[src/rtl/fifo_wr_ctrl.sv]
// Write-side controller for an async FIFO: 2-entry skid buffer, read-pointer synchronizer,
// and optional occupancy/almost-full reporting compiled in with FIFO_WR_LEVEL_EN.
module fifo_wr_ctrl #(
  parameter int unsigned DSIZE     = 8,
  parameter int unsigned ASIZE     = 4,
  parameter int unsigned AF_MARGIN = 2
) (
  input  logic             wclk,
  input  logic             rst_n,
  input  logic             in_valid,
  input  logic [DSIZE-1:0] in_data,
  output logic             in_ready,
  input  logic             wfull,
  input  logic [ASIZE:0]   wptr,
  input  logic [ASIZE:0]   rptr,
  output logic [ASIZE:0]   wq2_rptr,
  output logic             winc,
  output logic [DSIZE-1:0] wdata,
  output logic [ASIZE:0]   wlevel,
  output logic             walmost_full
);

  typedef enum logic [1:0] {
    IDLE    = 2'd0,
    XFER    = 2'd1,
    BLOCKED = 2'd2
  } state_e;

  state_e           state_q, state_d;
  logic [1:0]       count_q, count_d;
  logic [1:0]       count_pop;
  logic [DSIZE-1:0] buf0_q, buf0_d;
  logic [DSIZE-1:0] buf1_q, buf1_d;
  logic             push;
  logic             pop;
  logic [ASIZE:0]   rq1_q, rq2_q;

  // Handshake decoded from registers only; winc must drop the same cycle wfull rises.
  assign in_ready = (count_q != 2'd2);
  assign winc     = (state_q != IDLE) && !wfull;
  assign wdata    = buf0_q;
  assign push     = in_valid && in_ready;
  assign pop      = winc;
  assign wq2_rptr = rq2_q;

  // buf0 is always the oldest word; a push lands in the first free slot after the pop.
  always_comb begin
    buf0_d    = buf0_q;
    buf1_d    = buf1_q;
    count_pop = count_q - 2'(pop);
    if (pop) begin
      buf0_d = buf1_q;
    end
    if (push) begin
      if (count_pop == 2'd0) begin
        buf0_d = in_data;
      end else begin
        buf1_d = in_data;
      end
    end
    count_d = count_pop + 2'(push);
    if (count_d == 2'd0) begin
      state_d = IDLE;
    end else if (wfull) begin
      state_d = BLOCKED;
    end else begin
      state_d = XFER;
    end
  end

  always_ff @(posedge wclk or negedge rst_n) begin
    if (!rst_n) begin
      state_q <= IDLE;
      count_q <= 2'd0;
      buf0_q  <= '0;
      buf1_q  <= '0;
    end else begin
      state_q <= state_d;
      count_q <= count_d;
      buf0_q  <= buf0_d;
      buf1_q  <= buf1_d;
    end
  end

  // Plain two-flop synchronizer for the read pointer.
  always_ff @(posedge wclk or negedge rst_n) begin
    if (!rst_n) begin
      rq1_q <= '0;
      rq2_q <= '0;
    end else begin
      rq1_q <= rptr;
      rq2_q <= rq1_q;
    end
  end

`ifdef FIFO_WR_LEVEL_EN
  localparam int unsigned PW       = ASIZE + 1;
  localparam int unsigned DEPTH    = 1 << ASIZE;
  localparam int unsigned AF_LEVEL = DEPTH - AF_MARGIN;

  logic [ASIZE:0] wlevel_q, wlevel_d;
  logic           walmost_full_q, walmost_full_d;

  // Gray to binary: bit i is the XOR of all Gray bits at or above i.
  function automatic logic [ASIZE:0] gray2bin(input logic [ASIZE:0] g);
    logic [ASIZE:0] b;
    b = '0;
    for (int unsigned i = 0; i < PW; i++) begin
      b = b ^ (g >> i);
    end
    return b;
  endfunction

  always_comb begin
    wlevel_d       = gray2bin(wptr) - gray2bin(rq2_q);
    walmost_full_d = (wlevel_d >= PW'(AF_LEVEL));
  end

  always_ff @(posedge wclk or negedge rst_n) begin
    if (!rst_n) begin
      wlevel_q       <= '0;
      walmost_full_q <= 1'b0;
    end else begin
      wlevel_q       <= wlevel_d;
      walmost_full_q <= walmost_full_d;
    end
  end

  assign wlevel       = wlevel_q;
  assign walmost_full = walmost_full_q;
`else
  logic unused_wptr;

  assign unused_wptr  = ^wptr;
  assign wlevel       = '0;
  assign walmost_full = 1'b0;
`endif

endmodule

[config.mk]
export PLATFORM = sky130hd
export DESIGN_NAME = fifo_wr_ctrl
export DESIGN_NICKNAME = d
export VERILOG_FILES = /design/src/rtl/fifo_wr_ctrl.sv
export SDC_FILE = /design/constraint.sdc
export NUM_CORES = 1
export LEC_CHECK = 0
export ABC_CLOCK_PERIOD_IN_PS = 5000
export CAP_MARGIN = 25
export CORE_ASPECT_RATIO = 0.5
export CORE_MARGIN = 2
export CORE_UTILIZATION = 45
export CTS_CLUSTER_DIAMETER = 120
export CTS_CLUSTER_SIZE = 8
export DETAILED_ROUTE_END_ITERATION = 8
export PLACE_DENSITY = 0.9
export SYNTH_ARGS = -nofsm -noshare
export SYNTH_HDL_FRONTEND = slang
export SYNTH_SLANG_ARGS = --single-unit
[constraint.sdc]
create_clock -name wclk -period 5 [get_ports wclk]
set_clock_uncertainty 0.2 [all_clocks]
set_input_delay 0.75 -clock wclk [delete_from_list [all_inputs] [get_ports wclk]]
set_output_delay 0.75 -clock wclk [all_outputs]
set_load 0.005 [all_outputs]
# After elaboration in Yosys (flattened, before gate mapping)
# Cells that the tools add are included.
[op_classes]
muxes = 5
reduce_logical = 7
eq_ne = 1
bitwise = 1
n_addsub = 2
[op_table]
columns = ["cell", "count"]
rows = [
  ["$mux W8", 3],
  ["$logic_not A2 Y1", 2],
  ["$mux W2", 2],
  ["$add A2 B1 Y2", 1],
  ["$logic_and A1 B1 Y1", 2],
  ["$ne A2 B2 Y1 const B", 1],
  ["$reduce_and A2 Y1", 1],
  ["$reduce_bool A2 Y1", 1],
  ["$sub A2 B1 Y2", 1],
  ["$logic_not A1 Y1", 1],
  ["$not A1 Y1", 1],
]
[totals]
wordCells = 22
input_bits = 22
output_inout_bits = 21
ff_bits = 30

# Depth between registers and ports, before layout
[depth]
word_depth = 6
mapped_depth = 6
mapped_depth_nobuf = 6

# Least setup slack after synthesis
# OpenSTA, ideal clock, no wires.
[synth_path]
path_type = "input port to flip-flop"
start = "in wfull"
end = "reg buf1_q[1]"
stages = 4
required_ps = 4675
arrival_ps = 1915
setup_time_ps = 125
slack_ps = 2761
path_buffers = 0
cell_sequence = "o21bai_4 -> or3_1 -> a21boi_2 -> mux2_2"
[synth_between]
elab_chain_cells = 6
[synth_rtl]
columns = ["element", "line", "source"]
rows = [
  ["start: declaration", "13", "input logic wfull,"],
  ["$logic_not A1 Y1", "40", "assign winc = (state_q != IDLE) && !wfull;"],
  ["$logic_and A1 B1 Y1", "40", ""],
  ["$sub A2 B1 Y2", "50", "count_pop = count_q - 2'(pop);"],
  ["$logic_not A2 Y1", "55", "if (count_pop == 2'd0) begin"],
  ["$not A1 Y1 (no line)", "n/a", ""],
  ["$reduce_and A2 Y1 (no line)", "n/a", ""],
  ["end signal: assignment", "81", "buf1_q <= buf1_d;"],
  ["end: declaration", "33", "logic [DSIZE-1:0] buf1_q, buf1_d;"],
]
# Every way passes these cells.
# A chain may end at the register's enable or synchronous reset.

# Final worst setup path
[layout_path]
start = "in wfull"
end = "out winc"
[layout_between]
elab_chain_cells = 2
[layout_rtl]
columns = ["element", "line", "source"]
rows = [
  ["$logic_not A1 Y1", "40", ""],
  ["$logic_and A1 B1 Y1", "40", ""],
  ["end: declaration", "17", "output logic winc,"],
]
# Every way passes these cells.

==> summary by stage <==
Setup path
The required time reported for the critical path endpoint is 4050 ps. The endpoint of the most critical register-to-register path is wdata[6]. The length in cells of the worst reg-to-reg path is 4. The arrival time reported for the critical path endpoint is 2050 ps.

The reg2reg setup slack is 2770 ps. The worst setup path is launched from an input pin. On the worst path, the slowest cell contributes a delay of 490 ps. The most repeated library cell on the critical path is clkdlybuf4s50_1. The largest fanout on the critical path is 13. STA classifies the critical path endpoint as an output port. On the critical path, the stage with the largest delay is an instance of clkdlybuf4s50_1.

The critical path contains buffers and inverters numbering 3 combined. Walking the worst path, the cells encountered are clkdlybuf4s50_1 > o21bai_4 > inv_1 > clkdlybuf4s50_1. The worst setup path is of the in -> out kind. The cell family with the largest share of critical-path delay is buffers and inverters. The reg-to-reg critical path startpoint is state_q[1].

Synth
The share of the Yosys chip area taken by registers is 60.5%. For this run, the number of Yosys warnings is 0. Summed over its instances, the top area cell type makes up 60.5% of the synthesized netlist area. Yosys mapped a number of flops with a built-in enable equal to 0. After synthesis, the cell types taking the most area are dfrtp_1, mux2_2, mux2_4. The cell area that synthesis handed to floorplanning was 1240 sq um. The number of standard cells after synthesis is 78. Among all flip-flop cells after synthesis, the most frequent one is dfrtp_1. The commonest cells after synthesis are dfrtp_1, mux2_2, mux2_4. The average instance area after synthesis is 15.9 sq um. Synthesis instantiated 22 different standard cells from the library. Of all cell types, the one taking the most synthesized area is dfrtp_1.

Yosys instantiated no cell more often than dfrtp_1. The number of synthesized register bits is 30. In the synthesized netlist the async set-or-reset flop fraction comes to 100%.

Global routing
The largest net degree at the start of global routing is 31. The number of global-route vias before repair is 651. The wire length of the first global-routing pass is 2930 microns. The number of antenna violations at the first check in global routing is 0.

For this run the aggregate overflow at the end of global routing stands at 0. The total track usage is 13.5%.

Timing
The summed negative setup slack over all endpoints is 0 ps. In this run the tightest slew margin relative to its limit is 65.1%. The pin slew with the least headroom to its limit is 523 ps.

Setup violations remaining at the end of the flow were counted as 0. The least setup slack across all paths after layout is 2000 ps. Setup repair after global routing left no endpoint under its margin. The clock period could shrink to 3000 ps. The highest clock rate is 333 MHz. The final-report hold violation count was 0. The part of the cycle the worst path needs is 60.0%. Hold is met by 145 ps.

The max-slew violation count is 0.

Power
The power per cell area is 576 nW/um^2. In this run the static leakage power is 0.728 nW. VDD sags by at most 0.000327 V. The overall power is 0.000944 W.

Place
Routability-driven placement finished with a final weighted congestion of 0.683. Detailed placement ended at an HPWL of 1450 microns. Timing analysis after detailed placement gives a worst setup slack of 1990 ps.

The number of buffer cells added on primary ports is 31. Counting tap cells, the placed design contains a total of 144 instances.

Floorplan
The top-level port count is 43. The chip width is 78.3 microns. The height of the chip is 41.1 microns. The floorplan core area is 2600 sq um. The initial utilization of the core area, before any placement, comes to 47.7%.

The standard-cell row count is 13. The floorplan step defined a die boundary enclosing 3220 sq um.

Drt
The first-pass iteration count of the detailed router is 2. The routed layout has 704 vias. The average wire per cell in the routed design is 13.1 microns.

The number of antenna-violating nets in the routed design is 0. The detail-routed via count per cell is 4.66. The final layout contains routed wiring with a total length of 1980 microns. For this block, the initial DRC count from the detailed router was 36.

For this run, design rule violations remaining after detail routing come to 0.

CTS
The clock net sink count is 30. The H-tree generated during clock tree synthesis spans 2 levels. The clock tree buffer depth is 2.

The CTS tree is built. The hold buffer count at CTS is 0. The clock reaches the later pin of the worst-skew pair after 270 ps. Clock-pin slew was measured on the worst setup and hold paths at 50 ps. Counting the buffers created by CTS gives 5. The number of buffers inserted by post-CTS setup repair is 0. The cell at the root of the clock tree is clkbuf_8. Post-CTS repair changed the size of 0 cells.

Status
The run finished with clean final reports.

Cells and area
The number of fill cells in the layout is 202. The number of cells in the finished layout apart from fillers is 151. In the final design database the tool counted 137 nets. The share of cells above drive strength 1 is 28.1%. 0 antenna diodes ended up in the layout. The area growth from synthesis to layout is 32.2%.

Hold path
The terminating pin of the worst hold path is wq2_rptr[1]. The launch point of the worst hold path is rq1_q[1]. The worst hold path was traced through 0 stages. The path class of the tightest hold or removal check is reg -> reg.

Job
The max-capacitance violation count is 0.
[worst reg2reg max path: stages, from the launching register on]
cell	delay, ps
dfrtp_1	390
o21bai_4	360
xnor2_1	150
or3b_1	630
mux2_4	380
[logic make-up after synthesis]
| group | share of synthesized area [%] |
|---|---|
| xor+xnor | 2.12 |
| fa+ha+maj | 1.01 |
| flops | 60.5 |
| mux | 24.2 |
| buf+inv | 5.14 |
| compound gates | 4.23 |
| simple gates | 2.52 |
| other cells | 0.302 |
[how the worst max path moves through the flow]
| stage | startpoint | depth (start not counted) | end |
|---|---|---|---|
| final | wfull | 4 | winc |
| after global routing | wfull | 4 | winc |
| after CTS | wfull | 4 | winc |
| after detailed placement | wfull | 5 | wdata[6] |
| after global placement | wfull | 4 | winc |
| after floorplan | wfull | 4 | buf1_q[1] |
[metal layers]
layer / GRT usage, % / vias to the layer above / routed length (microns)
met4: 7.89 / 0 / 40
met5: 0 / - / 0
met3: 4.85 / 5 / 103
met1: 12.8 / 353 / 724
li1: - / 326 / -
met2: 27.4 / 20 / 1120
[sequential cells by signal (all words and copies together) (netlist names)]
register / count
buf1_q: 8
count_q: 2
rq1_q: 5
state_q: 2
wdata: 8
wq2_rptr: 5
[cells in the final DEF, fill, tap and decap left out, drive strengths merged, types with 2 or more instances in the layout]
cell / n
xor2: 2
dfrtp: 30
clkdlybuf4s50: 31
mux2: 24
clkbuf: 7
conb: 6
[where the power goes]
part	internal, W	switching (W)	leakage (nW)	total (W)
sequential	0.000333	0.0000503	0.352	0.000384
clock	0.0000953	0.0000766	0.0383	0.000172
combinational	0.000258	0.000131	0.337	0.000389
[cell type report]
class,count,area [sq um],share of cell area (%)
Inverter,1,3.75,0.229
Clock buffer,7,76.3,4.65
Tap cell,37,46.3,2.82
Timing Repair Buffer,32,318,19.4
Sequential cell,30,751,45.8
Multi-Input combinational cell,44,445,27.2
[per-stage QoR]
stage          util [%]  cell area (sq um)
3_5_place_dp       60.1               1560
4_1_cts            63.0               1640
2_1_floorplan         -               1260
5_1_grt            63.0               1640
6_report           63.0               1640
3_3_place_gp       60.1               1560
No activity file was read; power rests on OpenSTA's default activity.
